$ cat config.mk
export PLATFORM = sky130hd
export DESIGN_NAME = mac_kbd_link_ctrl
export DESIGN_NICKNAME = d
export VERILOG_FILES = /design/src/rtl/mac_kbd_link_pkg.sv /design/src/rtl/mac_kbd_link_ctrl_bit_clk.sv /design/src/rtl/mac_kbd_link_ctrl.sv
export SDC_FILE = /design/constraint.sdc
export NUM_CORES = 1
export LEC_CHECK = 0
export BUFFER_PORTS_ARGS = -buffer_cell sky130_fd_sc_hd__buf_2
export CAP_MARGIN = 25
export CELL_PAD_IN_SITES_DETAIL_PLACEMENT = 0
export CELL_PAD_IN_SITES_GLOBAL_PLACEMENT = 1
export CORE_MARGIN = 2
export CORE_UTILIZATION = 42
export CTS_CLUSTER_SIZE = 24
export DETAILED_ROUTE_END_ITERATION = 8
export PLACE_DENSITY_LB_ADDON = 0.1
export SLEW_MARGIN = 20
export SYNTH_ARGS = -nofsm -noshare
export SYNTH_HDL_FRONTEND = slang
export SYNTH_SLANG_ARGS = --single-unit
$ cat constraint.sdc
create_clock -name clk -period 2.1 [get_ports clk]
set_input_delay 0.21 -clock clk [delete_from_list [all_inputs] [get_ports clk]]
set_output_delay 0.21 -clock clk [all_outputs]
set_load 0.02 [all_outputs]
$ cat src/rtl/mac_kbd_link_pkg.sv
// rtl/mac_kbd_link_pkg.sv - shared types and constants for the Mac keyboard serial link
package mac_kbd_link_pkg;

    typedef enum logic [2:0] {
        ST_IDLE      = 3'd0,
        ST_CMD_SHIFT = 3'd1,
        ST_CMD_DONE  = 3'd2,
        ST_WAIT_RSP  = 3'd3,
        ST_RSP_SHIFT = 3'd4,
        ST_GAP_HOLD  = 3'd5
    } link_state_e;

    localparam int   KBD_BITS   = 8;
    localparam logic IDLE_LEVEL = 1'b1;

endpackage

$ cat src/rtl/mac_kbd_link_ctrl_bit_clk.sv
// rtl/mac_kbd_link_ctrl_bit_clk.sv - half-period divider generating the 8-bit CB1 burst
module kbd_bit_clk
    import mac_kbd_link_pkg::*;
#(
    parameter int HALF_PERIOD = 40
) (
    input  logic clk,
    input  logic reset,
    input  logic ce,
    input  logic start_i,
    input  logic stop_i,
    output logic cb1_o,
    output logic fall_pulse_o,
    output logic rise_pulse_o,
    output logic bit_done_o
);

    localparam int            TW         = (HALF_PERIOD > 1) ? $clog2(HALF_PERIOD) : 1;
    localparam logic [TW-1:0] TIMER_LAST = TW'(HALF_PERIOD - 1);
    localparam logic [2:0]    LAST_BIT   = 3'(KBD_BITS - 1);

    logic [TW-1:0] timer_q, timer_d;
    logic [2:0]    bit_q, bit_d;
    logic          done_q, done_d;
    logic          high_q, high_d;
    logic          cb1_q, cb1_d;
    logic          half_end;

    // Edge pulses describe the transition the registers take on this ce cycle.
    always_comb begin
        half_end     = ce && !done_q && (timer_q == TIMER_LAST);
        rise_pulse_o = half_end && !high_q;
        fall_pulse_o = half_end && high_q && (bit_q != LAST_BIT);
        bit_done_o   = half_end && high_q && (bit_q == LAST_BIT);
        cb1_o        = cb1_q;
    end

    // Next-state: stop wins over start; the bit counter saturates with the done flag set.
    always_comb begin
        timer_d = timer_q;
        bit_d   = bit_q;
        done_d  = done_q;
        high_d  = high_q;
        cb1_d   = cb1_q;
        if (ce) begin
            if (stop_i) begin
                done_d  = 1'b1;
                timer_d = '0;
                cb1_d   = IDLE_LEVEL;
            end else if (start_i) begin
                done_d  = 1'b0;
                timer_d = '0;
                bit_d   = '0;
                high_d  = 1'b0;
                cb1_d   = ~IDLE_LEVEL;
            end else if (!done_q) begin
                if (timer_q == TIMER_LAST) begin
                    timer_d = '0;
                    if (!high_q) begin
                        high_d = 1'b1;
                        cb1_d  = IDLE_LEVEL;
                    end else if (bit_q == LAST_BIT) begin
                        done_d = 1'b1;
                    end else begin
                        bit_d  = bit_q + 3'd1;
                        high_d = 1'b0;
                        cb1_d  = ~IDLE_LEVEL;
                    end
                end else begin
                    timer_d = timer_q + 1'b1;
                end
            end
        end
    end

    // Divider state registers; idle means done with CB1 parked high.
    always_ff @(posedge clk or posedge reset) begin
        if (reset) begin
            timer_q <= '0;
            bit_q   <= '0;
            done_q  <= 1'b1;
            high_q  <= 1'b1;
            cb1_q   <= IDLE_LEVEL;
        end else begin
            timer_q <= timer_d;
            bit_q   <= bit_d;
            done_q  <= done_d;
            high_q  <= high_d;
            cb1_q   <= cb1_d;
        end
    end

endmodule

$ cat src/rtl/mac_kbd_link_ctrl.sv
// rtl/mac_kbd_link_ctrl.sv - Mac Plus keyboard link sequencer between VIA shift register and responder
module mac_kbd_link_ctrl
    import mac_kbd_link_pkg::*;
#(
    parameter int          HALF_PERIOD = 40,
    parameter logic [22:0] RSP_TIMEOUT = 23'h500000,
    parameter int          GAP         = 200
) (
    input  logic       clk,
    input  logic       reset,
    input  logic       ce,
    input  logic       host_sending,
    input  logic       cb2_host,
    output logic       cb1,
    output logic       cb2_kbd,
    output logic [7:0] cmd_data,
    output logic       cmd_strobe,
    input  logic [7:0] rsp_data,
    input  logic       rsp_strobe,
    output logic       busy,
    output logic       rsp_drop
);

    localparam int            GW       = (GAP > 1) ? $clog2(GAP) : 1;
    localparam logic [GW-1:0] GAP_LAST = GW'(GAP - 1);
    localparam logic [22:0]   TO_LAST  = RSP_TIMEOUT - 23'd1;

    link_state_e   state_q, state_d;
    logic [7:0]    shreg_q, shreg_d;
    logic [7:0]    cmd_data_q, cmd_data_d;
    logic          cmd_strobe_q, cmd_strobe_d;
    logic          cb2_q, cb2_d;
    logic          drop_q, drop_d;
    logic [22:0]   to_q, to_d;
    logic [GW-1:0] gap_q, gap_d;

    logic clk_start, clk_stop, fall_pulse, rise_pulse, bit_done;

    kbd_bit_clk #(
        .HALF_PERIOD (HALF_PERIOD)
    ) u_bit_clk (
        .clk          (clk),
        .reset        (reset),
        .ce           (ce),
        .start_i      (clk_start),
        .stop_i       (clk_stop),
        .cb1_o        (cb1),
        .fall_pulse_o (fall_pulse),
        .rise_pulse_o (rise_pulse),
        .bit_done_o   (bit_done)
    );

    // Transaction FSM: host abort/re-command beats a reply, which beats the timeout.
    always_comb begin
        state_d      = state_q;
        shreg_d      = shreg_q;
        cmd_data_d   = cmd_data_q;
        cmd_strobe_d = cmd_strobe_q;
        cb2_d        = cb2_q;
        drop_d       = drop_q;
        to_d         = to_q;
        gap_d        = gap_q;
        clk_start    = 1'b0;
        clk_stop     = 1'b0;
        if (ce) begin
            cmd_strobe_d = 1'b0;
            drop_d       = rsp_strobe && (state_q != ST_WAIT_RSP);
            case (state_q)
                ST_IDLE: begin
                    if (host_sending) begin
                        state_d   = ST_CMD_SHIFT;
                        shreg_d   = '0;
                        clk_start = 1'b1;
                    end
                end
                ST_CMD_SHIFT: begin
                    if (!host_sending) begin
                        state_d  = ST_IDLE;
                        clk_stop = 1'b1;
                    end else begin
                        if (rise_pulse) shreg_d = {shreg_q[6:0], cb2_host};
                        if (bit_done)   state_d = ST_CMD_DONE;
                    end
                end
                ST_CMD_DONE: begin
                    cmd_data_d   = shreg_q;
                    cmd_strobe_d = 1'b1;
                    to_d         = '0;
                    state_d      = ST_WAIT_RSP;
                end
                ST_WAIT_RSP: begin
                    if (host_sending) begin
                        state_d   = ST_CMD_SHIFT;
                        shreg_d   = '0;
                        clk_start = 1'b1;
                    end else if (rsp_strobe) begin
                        state_d   = ST_RSP_SHIFT;
                        cb2_d     = rsp_data[7];
                        shreg_d   = {rsp_data[6:0], IDLE_LEVEL};
                        clk_start = 1'b1;
                    end else if (to_q == TO_LAST) begin
                        state_d = ST_GAP_HOLD;
                        gap_d   = '0;
                    end else begin
                        to_d = to_q + 23'd1;
                    end
                end
                ST_RSP_SHIFT: begin
                    if (fall_pulse) begin
                        cb2_d   = shreg_q[7];
                        shreg_d = {shreg_q[6:0], IDLE_LEVEL};
                    end
                    if (bit_done) begin
                        cb2_d   = IDLE_LEVEL;
                        state_d = ST_GAP_HOLD;
                        gap_d   = '0;
                    end
                end
                ST_GAP_HOLD: begin
                    if (gap_q == GAP_LAST) state_d = ST_IDLE;
                    else                   gap_d   = gap_q + 1'b1;
                end
                default: state_d = ST_IDLE;
            endcase
        end
    end

    // State and output registers; asynchronous reset parks the link idle.
    always_ff @(posedge clk or posedge reset) begin
        if (reset) begin
            state_q      <= ST_IDLE;
            shreg_q      <= '0;
            cmd_data_q   <= '0;
            cmd_strobe_q <= 1'b0;
            cb2_q        <= IDLE_LEVEL;
            drop_q       <= 1'b0;
            to_q         <= '0;
            gap_q        <= '0;
        end else begin
            state_q      <= state_d;
            shreg_q      <= shreg_d;
            cmd_data_q   <= cmd_data_d;
            cmd_strobe_q <= cmd_strobe_d;
            cb2_q        <= cb2_d;
            drop_q       <= drop_d;
            to_q         <= to_d;
            gap_q        <= gap_d;
        end
    end

    // Output mapping.
    always_comb begin
        cb2_kbd    = cb2_q;
        cmd_data   = cmd_data_q;
        cmd_strobe = cmd_strobe_q;
        rsp_drop   = drop_q;
        busy       = (state_q != ST_IDLE);
    end

endmodule
==> results of run 1 <==
## what timing repair did
item | in CTS | in global routing
hold endpoints to repair | 61 | 0
pin swaps | 0 | 3
buffers inserted | 0 | 2
setup endpoints to repair | 2 | 31
resized for setup | 1 | 14
hold buffers | 1 | 0
## area by class of cell
class	instances	area (sq um)	share of cell area, %
multi-input cells	303	2008	43.61
flip-flops and latches	65	1633	35.46
repair buffers	83	573.1	12.45
clock buffers	11	151.4	3.288
well taps	108	135.1	2.935
inverters	17	63.81	1.386
clock inverters	5	40.04	0.8696
## how the worst min path moves through the flow
stage,start,endpoint,cells past startpoint
after detailed placement,reset,to_q[7]$_DFFE_PP0P_,3
after floorplan,rsp_strobe,rsp_drop$_DFFE_PP0P_,2
after global placement,reset,to_q[7]$_DFFE_PP0P_,3
final,rsp_strobe,rsp_drop$_DFFE_PP0P_,3
after global routing,rsp_strobe,rsp_drop$_DFFE_PP0P_,3
after CTS,rsp_strobe,rsp_drop$_DFFE_PP0P_,3
## flip-flops by register name, indices dropped and copies added (netlist names), 3 cells and up
name,flops
gap_q,8
shreg_q,8
to_q,23
u_bit_clk.timer_q,6
u_bit_clk.bit_q,3
state_q,3
cmd_data,8
## placed cells by master, fill, tap and decap left out, types with 7 or more instances in the layout
master	n
clkbuf_8	11
nand2_1	41
buf_4	55
a21o_1	8
a22oi_1	7
nand2b_1	8
mux2i_1	8
a31oi_1	9
nand3_1	21
nor2_1	23
buf_2	26
nor3_1	7
or3_1	8
o21ai_0	24
inv_1	16
mux2_2	16
nand4_1	9
dfrtp_1	60
a21oi_1	25
## power by group through the flow
stage,Combinational [mW],Clock [mW],Sequential (mW)
final,1.37,1.03,1.75
after global routing,1.56,1.12,1.79
after CTS,1.36,1.07,1.74
after floorplan,0.941,0,1.72
after global placement,1.34,0,1.76
after detailed placement,1.36,0,1.77
## cells by family (layout without fill, tap and decap cells)
family | Yosys count | in the layout | synth area share (%)
compound gates | 111 | 111 | 19.58
xor+xnor | 6 | 6 | 1.408
fa+ha+maj | 5 | 5 | 1.677
buf+inv | 34 | 116 | 3.823
flops | 65 | 65 | 43.73
mux | 24 | 24 | 6.975
simple gates | 157 | 157 | 22.80
## through the flow
stage               total power, mW  hold WS, ps  setup TNS (ps)  cell area [sq um]
floorplan                     2.664        346.8          -11.45               3737
global placement              3.103        308.6               0               4335
detailed placement            3.124        315.7          -25.87               4335
CTS                           4.177        168.4               0               4537
global route                  4.473        183.1          -20.00               4604
finish                        4.152        174.6               0               4604
## per-layer routing
layer | vias up | share of wire (%) | GRT usage (%)
met1 | 1610 | 49 | 26.70
met4 | 0 | 1.2 | 6.639
met5 | - | 0 | 0
met3 | 7 | 1.2 | 2.577
met2 | 21 | 48 | 32.98
li1 | 1642 | - | -
## worst min-delay path: cells and delay by family
family / cells / cell delay (ps)
buf+inv: 1 / 150
simple gates: 1 / 80
compound gates: 1 / 50
==> results.md, run 1 <==
- Most frequent cell after synthesis: dfrtp_1
- Worst Setup Path Type: reg -> reg
- Final Hold Vio Count: 0
- Worst r2r src: to_q[20]$_DFFE_PP0P_
- CP endpoint kind: flop
- CP Max Fanout: 6
- Ys Warns: 0
- Post-Syn Area: 3731 sq um
- Final setup viols: 0
- RSZ-0062 raised after global routing: yes
- Worst hold path class: in -> reg
- DP HPWL: 6.599 mm
- Number of nets in the layout: 498
- Initial antenna violation count: 0
- R2R depth: 6
- Clk_lat worst skew: 350 ps
- Layout overhead on the synthesized area: 23.41%
- Drt wl/cell: 15.59 um
- Logic pwr share: 33.1%
- Total GRT Usage: 19.76%
- Max rail drop VDD: 633.4 uV
- Pin count of the biggest net entering global routing: 66
- Ports: 27
- Reg2Reg Setup Slack: 80 ps
- Die Y: about 98 um
- Delay-heaviest family, CP: simple AND/OR/NAND/NOR gates
- Die area: 9653 sq um
- Top cell type by total area after synthesis: dfrtp_1
- CP startpoint: to_q[20]$_DFFE_PP0P_
- Fillers: 821
- Final global-route overflow total: 0
- Core Util, Final: 53.06%
- CTS Buffer Depth: 2
- Routed via count: 3280
- Top cells by count, synth: 61 x dfrtp_1, 41 x nand2_1, 26 x a21oi_1, 26 x o21ai_0, 23 x nor2_1
- Fin cells: between 500 and 600
- Core footprint: about 8700 sq um
- FFs w/ async S/R, synth: 100.0%
- Worst path max stage delay: 460 ps
- Leakage power: 2.131 nW
- Max frequency: slightly below 500 MHz
- Yosys top cell area share: 40.91%
- Antenna Nets Post-Route: 0
- Clock Skew: between 10 and 15 ps
- Worst setup SP type: flop
- EDFF count, synth: 0
- Worst path buffer plus inverter count: 1
- Max_cap viols: 0
- Crit. path cell count: 6
- DR pass1 iterations: 4
- Starting density of the core: 42.99%
- Worst rel slew slack: 68.42%
- Net Count, Synth: about 420
- Slowest CP cell: or4_4
- Switching power: about 1.5 mW
- R2r endpoint: to_q[2]$_DFFE_PP0P_
- Critical-path cell list: or3b_4 -> or4_4 -> o21ai_4 -> buf_4 -> nor3b_1 -> a211o_1
- Seq/Total Area, Yosys: a little over two fifths
- Rows: 34
- Setup crit end: to_q[2]$_DFFE_PP0P_
- Internal power: between 2 and 3 mW
- Routed WL: 9.230 mm
- Mapped Cells: 402
- Pwr dens: 901.7 nW/um^2
- Number of global-route vias before repair: approximately 3.1k
- CTS tree: yes
- Gp weighted congestion: 0.8471
- Area contributors post-synth: dfrtp_1 41%, mux2_2 4.8%, nand2_1 4.1%, a21oi_1 3.5%, o21ai_0 3.5%
- Placed Cells: approximately 570
- Worst-Margin Slew: about 470 ps
- Yosys cell types: 69
- H-tree Lvls: 3
- Share of cells above drive strength 1: 30.37%
- Clock power frac: 24.7%
- Critical Path AT: around 2300 ps
- Global-route wire length before repair: 15.47 mm
- Final worst path period share: between 90% and 100%
- Vias per cell: around 5.5
- Pre-CTS WS: -25.87 ps
- Initial DRC Count: 136
- Mean Syn Cell Area: 9.281 sq um
- Root buffer cell: clkbuf_8
- # diodes: 0
- Port bufs: 26
- Die X: 98.25 um
- Fin worst setup slack: 81.50 ps
- Status: finished clean
- Dominant synthesized flop cell: dfrtp_1
- Worst path required time: 2330 ps
- Synth Register Bits: 65
- Post-route DRC: 0
- Clock slew at reported path FFs: 80 ps
- Clock Sinks: 65
- Reg power frac: 42.2%
- CTS buffer count: 9
- Final Critical Period: 2018 ps
- Sw Share: ~36%
- Fin. max-slew vios: 0
Power figures use the tool's default switching activity.
==> run 2, diff against run 1 <==
--- a/config.mk
+++ b/config.mk
@@ -5,7 +5,7 @@
 export SDC_FILE = /design/constraint.sdc
 export NUM_CORES = 1
 export LEC_CHECK = 0
-export BUFFER_PORTS_ARGS = -buffer_cell sky130_fd_sc_hd__buf_2
+export BUFFER_PORTS_ARGS = -buffer_cell sky130_fd_sc_hd__buf_4
 export CAP_MARGIN = 25
 export CELL_PAD_IN_SITES_DETAIL_PLACEMENT = 0
 export CELL_PAD_IN_SITES_GLOBAL_PLACEMENT = 1
@@ -13,6 +13,7 @@
 export CORE_UTILIZATION = 42
 export CTS_CLUSTER_SIZE = 24
 export DETAILED_ROUTE_END_ITERATION = 8
+export GPL_ROUTABILITY_DRIVEN = 0
 export PLACE_DENSITY_LB_ADDON = 0.1
 export SLEW_MARGIN = 20
 export SYNTH_ARGS = -nofsm -noshare
==> run 2 against run 1 <==
  * Final area up 1.1%
  * Flip-flop and latch count unchanged
  * First-iteration DRC count down 15%
  * Combinational power up 5%
  * Count of clock-buffer cells in the layout down 1
  * Critical endpoint unchanged
  * Largest power group unchanged
  * Highest routed layer unchanged
==> results.md, run 2 (synthesized netlist as in run 1, its figures left out) <==
- Status: finished clean
- Die Y: 98.25 um (unchanged)
- Delay-heaviest family, CP: simple AND/OR/NAND/NOR gates
- Initial antenna violation count: 0 (unchanged)
- Placed Cells: 572 (-0.17%)
- Slowest CP cell: or4_4
- Ports: 27 (unchanged)
- Final Critical Period: 2036 ps (+17.33 ps)
- Pwr dens: 887.8 nW/um^2 (-1.5%)
- Die X: 98.25 um (unchanged)
- Top reg by flops: to_q
- Worst rel slew slack: 64.39% (-4.0 points)
- Routed WL: 9.375 mm (+1.6%)
- DP HPWL: 6.658 mm (+0.90%)
- Final Hold Vio Count: 0 (unchanged)
- Leakage power: 2.148 nW (+0.78%)
- Fin. max-slew vios: 0 (unchanged)
- Max rail drop VDD: 688.6 uV (+8.7%)
- Clock Sinks: 65 (unchanged)
- Worst path required time: 2330 ps (about the same)
- Rows: 34 (unchanged)
- Vias per cell: 5.636 (+1.7%)
- Starting density of the core: 42.99% (unchanged)
- Critical-path cell list: or3b_4 -> or4_4 -> o21ai_4 -> buf_4 -> nor3b_1 -> a211o_1
- Critical Path AT: 2270 ps (+20 ps)
- Clock slew at reported path FFs: 70 ps (about the same)
- Most frequent cells in the layout: 80 x buf_4, 59 x dfrtp_1, 41 x nand2_1, 25 x a21oi_1, 24 x o21ai_0
- Number of nets in the layout: 497 (-0.20%)
- Fillers: 834 (+1.6%)
- Initial DRC Count: 115 (-15%)
- Global-route wire length before repair: 15.84 mm (+2.4%)
- Worst-Margin Slew: 530.1 ps (+58.12 ps)
- Max_cap viols: 0 (unchanged)
- Die area: 9653 sq um (unchanged)
- Total GRT Usage: 20.21% (+0.45 points)
- Clock Skew: 9.421 ps (-4.955 ps)
- CTS buffer count: 9 (unchanged)
- Root buffer cell: clkbuf_8
- Fin cells: 591 (-0.17%)
- Worst Setup Path Type: reg -> reg
- Worst path buffer plus inverter count: 1 (unchanged)
- Fin worst setup slack: 64.17 ps (-17.33 ps)
- Max reg flops: 23 (unchanged)
- H-tree Lvls: 3 (unchanged)
- CTS Buffer Depth: 2 (unchanged)
- Share of cells above drive strength 1: 30.43% (+0.063 points)
- Final worst path period share: 96.94% (+0.83 points)
- CP endpoint kind: flop
- Final global-route overflow total: 0 (unchanged)
- Port bufs: 26 (unchanged)
- CP Max Fanout: 6 (unchanged)
- Worst path max stage delay: 470 ps (about the same)
- Worst setup SP type: flop
- Worst hold path class: in -> reg
- Final setup viols: 0 (unchanged)
- # diodes: 0 (unchanged)
- DP Area: 4393 sq um (+1.3%)
- Core Util, Final: 53.65% (+0.59 points)
- CTS tree: yes
- Layout overhead on the synthesized area: 24.78%
- Pre-CTS WS: 41.79 ps (+67.65 ps)
- Pin count of the biggest net entering global routing: 66 (unchanged)
- Max frequency: 491.2 MHz (-0.85%)
- Sequential cell area: 1634 sq um (about the same)
- Commonest non-fill, non-tap cell in the layout: buf_4
- Design Area, Final: 4656 sq um (+1.1%)
- Number of global-route vias before repair: 3248 (+3.2%)
- Multi-input combinational cell area: 2019 sq um (+0.56%)
- Clk_lat worst skew: 350 ps (about the same)
- DR pass1 iterations: 4 (unchanged)
- TNS Setup: 0 ps (unchanged)
- Post-route DRC: 0 (unchanged)
- Antenna Nets Post-Route: 0 (unchanged)
- Drt wl/cell: 15.86 um (+1.7%)
- Core footprint: 8678 sq um (unchanged)
- Routed via count: 3331 (+1.6%)
-- run 2: changes by cell type in the layout (fill, tap and decap cells not counted) --
cell	delta
buf_2	-26
buf_4	+25
clkbuf_1	+1
clkbuf_8	-2
clkinv_2	+1
dfrtp_1	-1
dfrtp_2	+1
nor2_1	-1
nor2_2	+1
nor4_2	-1
nor4_4	+1
-- run 2: through the flow --
stage | hold slack, ps | power, mW
2_1_floorplan | 346.8 | 2.664
3_3_place_gp | 317.5 | 3.105
3_5_place_dp | 330.1 | 3.149
4_1_cts | 155.1 | 4.122
5_1_grt | 163.3 | 4.447
6_report | 167.0 | 4.133
-- run 2: per-layer routing --
layer	routed length (um)	global-route usage, %	share of wire [%]	vias to the layer above
li1	-	-	-	1647
met1	4384	26.23	47	1638
met2	4665	33.98	50	30
met3	157	3.436	1.7	16
met4	167	7.587	1.8	0
met5	0	0	0	-
-- run 2: worst min-delay path: stages --
cell and delay, ps:
buf_4 140, nand2_1 70, o2bb2ai_1 50
-- run 2: cell type report --
type,count,area share (%)
multi-input cells,303,43.38
clock buffers,10,2.741
inverters,17,1.371
well taps,108,2.902
flip-flops and latches,65,35.10
repair buffers,82,13.54
clock inverters,6,0.9675
-- run 2: worst paths after layout --
kind | from | endpoint | slack, ps | depth (start not counted)
max | to_q[20]$_DFFE_PP0P_ | to_q[2]$_DFFE_PP0P_ | 60 | 6
min | rsp_strobe | rsp_drop$_DFFE_PP0P_ | 170 | 3
max reg2reg | to_q[20]$_DFFE_PP0P_ | to_q[2]$_DFFE_PP0P_ | 60 | 6
min reg2reg | to_q[19]$_DFFE_PP0P_ | to_q[19]$_DFFE_PP0P_ | 470 | 1
max in group asynchronous | reset | u_bit_clk.high_q$_DFFE_PP1P_ | 1270 | 4
min in group asynchronous | reset | to_q[7]$_DFFE_PP0P_ | 480 | 4
-- run 2: where the power goes --
| part | switching (mW) | internal (mW) |
|---|---|---|
| registers | 0.228 | 1.51 |
| logic | 0.769 | 0.670 |
| clock network | 0.523 | 0.430 |
| total | 1.52 | 2.61 |
-- run 2: repair_timing --
item | 4_1_cts | 5_1_grt
setup buffers | 0 | 2
gates resized for setup | 0 | 18
endpoints found under the setup margin | 0 | 32
endpoints found under the hold margin | 61 | 0
hold buffers | 1 | 0
==> run 3, diff against run 2 <==
--- a/config.mk
+++ b/config.mk
@@ -5,12 +5,13 @@
 export SDC_FILE = /design/constraint.sdc
 export NUM_CORES = 1
 export LEC_CHECK = 0
+export ABC_AREA = 1
 export BUFFER_PORTS_ARGS = -buffer_cell sky130_fd_sc_hd__buf_4
 export CAP_MARGIN = 25
 export CELL_PAD_IN_SITES_DETAIL_PLACEMENT = 0
 export CELL_PAD_IN_SITES_GLOBAL_PLACEMENT = 1
 export CORE_MARGIN = 2
-export CORE_UTILIZATION = 42
+export CORE_UTILIZATION = 40
 export CTS_CLUSTER_SIZE = 24
 export DETAILED_ROUTE_END_ITERATION = 8
 export GPL_ROUTABILITY_DRIVEN = 0
==> run 3 against run 2 <==
  * Critical endpoint is now to_q[8]$_DFFE_PP0P_
  * Sequential power hardly changed
  * Total power is 15% higher
  * Highest routed layer unchanged
  * Critical path depth is 4 higher
  * Via count is 10% higher
  * Final cell count is 27% higher
  * Non-clock buffer count is 41 lower
  * Sequential share of layout area is 0.19 points lower
  * Synthesized cell count is 41% higher
  * Die area is 12% higher
  * Utilization is 5.6 points lower
  * Global-route usage is 0.92 points lower
==> results.md, run 3 <==
- DR pass1 iterations: 4 (unchanged)
- Total GRT Usage: 19.29% (-0.92 points)
- Synth Area in Compound Gates: 5.641% (-14 points)
- Root buffer cell: clkbuf_8
- CTS buffer count: 9 (unchanged)
- Number of global-route vias before repair: 3554 (+9.4%)
- Leakage power: 2.272 nW (+5.8%)
- Pwr dens: 1016 nW/um^2 (+14%)
- Final Hold Vio Count: 0 (unchanged)
- Simple-gate portion of the synthesized area: 42.49% (+20 points)
- Met3 wire length: 376 um (+140%)
- Worst hold path class: in -> reg
- Synth Area in XOR/XNOR: 3.071% (+1.7 points)
- RSZ-0062 raised after global routing: yes
- Die Y: 103.9 um (+5.8%)
- Wl on met1: 4.822 mm (+10%)
- CTS tree: yes
- Post-Synth Adder-Cell Area: 1.567% (-0.11 points)
- Worst-Margin Slew: 563.9 ps (+33.82 ps)
- Routed WL: 9.876 mm (+5.3%)
- Initial antenna violation count: 0 (unchanged)
- CTS Buffer Depth: 2 (unchanged)
- Clk_lat worst skew: 340 ps (about the same)
- Top cell type by total area after synthesis: dfrtp_1
- Main combinational cell family by area after synthesis: simple AND/OR/NAND/NOR gates
- Drt wl/cell: 13.19 um (-17%)
- Worst setup SP type: flop
- Final worst path period share: 90.54% (-6.4 points)
- Vias per cell: 4.908 (-13%)
- Final setup viols: 0 (unchanged)
- Clock slew at reported path FFs: 70 ps (about the same)
- Routed wl met2: 4.543 mm (-2.6%)
- Commonest non-fill, non-tap cell in the layout: nand2_1
- Ys Warns: 0 (unchanged)
- Synth Register Bits: 65 (unchanged)
- Die X: 103.9 um (+5.8%)
- Pin count of the biggest net entering global routing: 66 (unchanged)
- Antenna Nets Post-Route: 0 (unchanged)
- Final Critical Period: 1901 ps (-134.5 ps)
- Max rail drop VDD: 641.2 uV (-6.9%)
- Top reg by flops: to_q
- TNS Setup: 0 ps (unchanged)
- Ports: 27 (unchanged)
- H-tree Lvls: 3 (unchanged)
- Fin. max-slew vios: 0 (unchanged)
- DP HPWL: 6.892 mm (+3.5%)
- Most frequent cell after synthesis: nand2_1
- Net Count, Synth: 587 (+39%)
- Max frequency: 525.9 MHz (+7.1%)
- CP Max Fanout: 13 (+7)
- Core footprint: 9729 sq um (+12%)
- # diodes: 0 (unchanged)
- Max_cap viols: 0 (unchanged)
- Post-synthesis mux area share: 0% (-7.0 points)
- Yosys top cell area share: 38.23% (-2.7 points)
- Post-route DRC: 0 (unchanged)
- Mapped Cells: 568 (+41%)
- Status: finished clean
- Top cells by count, synth: 205 x nand2_1, 67 x nand3_1, 66 x nor2_1
- Most frequent cells in the layout: 205 x nand2_1, 67 x nand3_1, 66 x nor2_1, 61 x dfrtp_1, 46 x inv_1
- Port bufs: 26 (unchanged)
- Number of nets in the layout: 630 (+27%)
- Mean Syn Cell Area: 7.029 sq um (-24%)
- CP endpoint kind: flop
- Routed via count: 3676 (+10%)
- FFs w/ async S/R, synth: 100.0% (unchanged)
- Worst Setup Path Type: reg -> reg
- Die area: 10800 sq um (+12%)
- Core Util, Final: 48.05% (-5.6 points)
- Clock Sinks: 65 (unchanged)
- Final global-route overflow total: 0 (unchanged)
- Layout overhead on the synthesized area: 17.08%
- Dominant synthesized flop cell: dfrtp_1
- Post-Syn Area: 3993 sq um (+7.0%)
- Share of cells above drive strength 1: 13.80% (-17 points)
- Starting density of the core: 41.04% (-2.0 points)
- Critical Path AT: 2140 ps (-130 ps)
- Yosys cell types: 33 (-52%)
- Area contributors post-synth: dfrtp_1 38%, nand2_1 19%, nand3_1 8.4%, nor2_1 6.2%, inv_1 4.4%
- Seq/Total Area, Yosys: 40.86% (-2.9 points)
- EDFF count, synth: 0 (unchanged)
- Initial DRC Count: 129 (+12%)
- Max reg flops: 23 (unchanged)
- Rows: 36 (+5.9%)
- Global-route wire length before repair: 16.91 mm (+6.8%)
- Worst path required time: 2340 ps (about the same)
- Max Used Layer: met4
- Clock Skew: 5.870 ps (-3.551 ps)
- Worst rel slew slack: 62.30% (-2.1 points)
run 3: changes by cell type after synthesis, sizes merged, moves of 9 or more:
| cell | change |
|---|---|
| a31oi | -9 |
| nand2 | +169 |
| nor2 | +48 |
| inv | +34 |
| or3 | -11 |
| mux2 | -16 |
| nand3 | +50 |
| a21oi | -21 |
run 3: cell families after synthesis:
group / Yosys count
AOI/OAI and AO/OA: 39
xor gates and xnor gates: 14
adders and majority gates: 5
buffers and inverters: 61
DFF: 65
and+or+nand+nor: 384
run 3: worst paths after layout:
path | start | to | slack [ps] | cells after the start
worst max register to register | to_q[0]$_DFFE_PP0P_ | to_q[8]$_DFFE_PP0P_ | 200 | 10
worst max-delay path | to_q[0]$_DFFE_PP0P_ | to_q[8]$_DFFE_PP0P_ | 200 | 10
worst min-delay path | rsp_strobe | rsp_drop$_DFFE_PP0P_ | 180 | 3
max in group asynchronous | reset | u_bit_clk.done_q$_DFFE_PP1P_ | 1270 | 4
min in group asynchronous | reset | shreg_q[2]$_DFFE_PP0P_ | 480 | 4
worst min register to register | u_bit_clk.cb1_o$_DFFE_PP1P_ | u_bit_clk.cb1_o$_DFFE_PP1P_ | 460 | 2
run 3: metal layers:
layer | vias up | GRT usage [%]
li1 | 1913 | -
met1 | 1677 | 25.87
met2 | 77 | 30.87
met3 | 9 | 4.449
met4 | 0 | 6.371
met5 | - | 0
run 3: power breakdown:
part / switching [mW] / internal, mW
logic: 1.13 / 0.616
clock network: 0.496 / 0.736
registers: 0.226 / 1.54
total: 1.85 / 2.90
run 3: repair_timing:
item | CTS | global route
endpoints found under the hold margin | 61 | 0
resized for setup | 0 | 2
hold buffers | 1 | 0
setup endpoints to repair | 0 | 23
buffers inserted | 0 | 4
run 3: stage by stage:
stage	setup WS [ps]	hold slack (ps)	cell area, sq um	instances	power (mW)
floorplan	270.2	381.3	3993	568	2.946
global placement	209.8	325.0	4392	727	3.509
detailed placement	110.9	324.0	4392	727	3.519
CTS	96.73	154.8	4624	744	4.778
global route	4.805	168.5	4674	749	5.141
finish	198.7	181.8	4674	749	4.750
run 3: area by class of cell:
class / instances / area [sq um]
fill: 1025 / 5055
multi-input combinational: 443 / 2127
sequential: 65 / 1632
timing repair buffer: 41 / 335.3
inverter: 51 / 191.4
tap: 133 / 166.4
clock buffer: 14 / 162.7
clock inverter: 2 / 60.06
run 3: worst max-delay path, cell delays in order (launching register included):
cell	delay (ps)
dfrtp_1	410
ha_1	220
nand2_2	90
nor2_2	150
nand2_1	120
nor2_1	120
nand3_2	180
nand3_4	210
inv_2	150
nand2_1	100
nand2_1	50
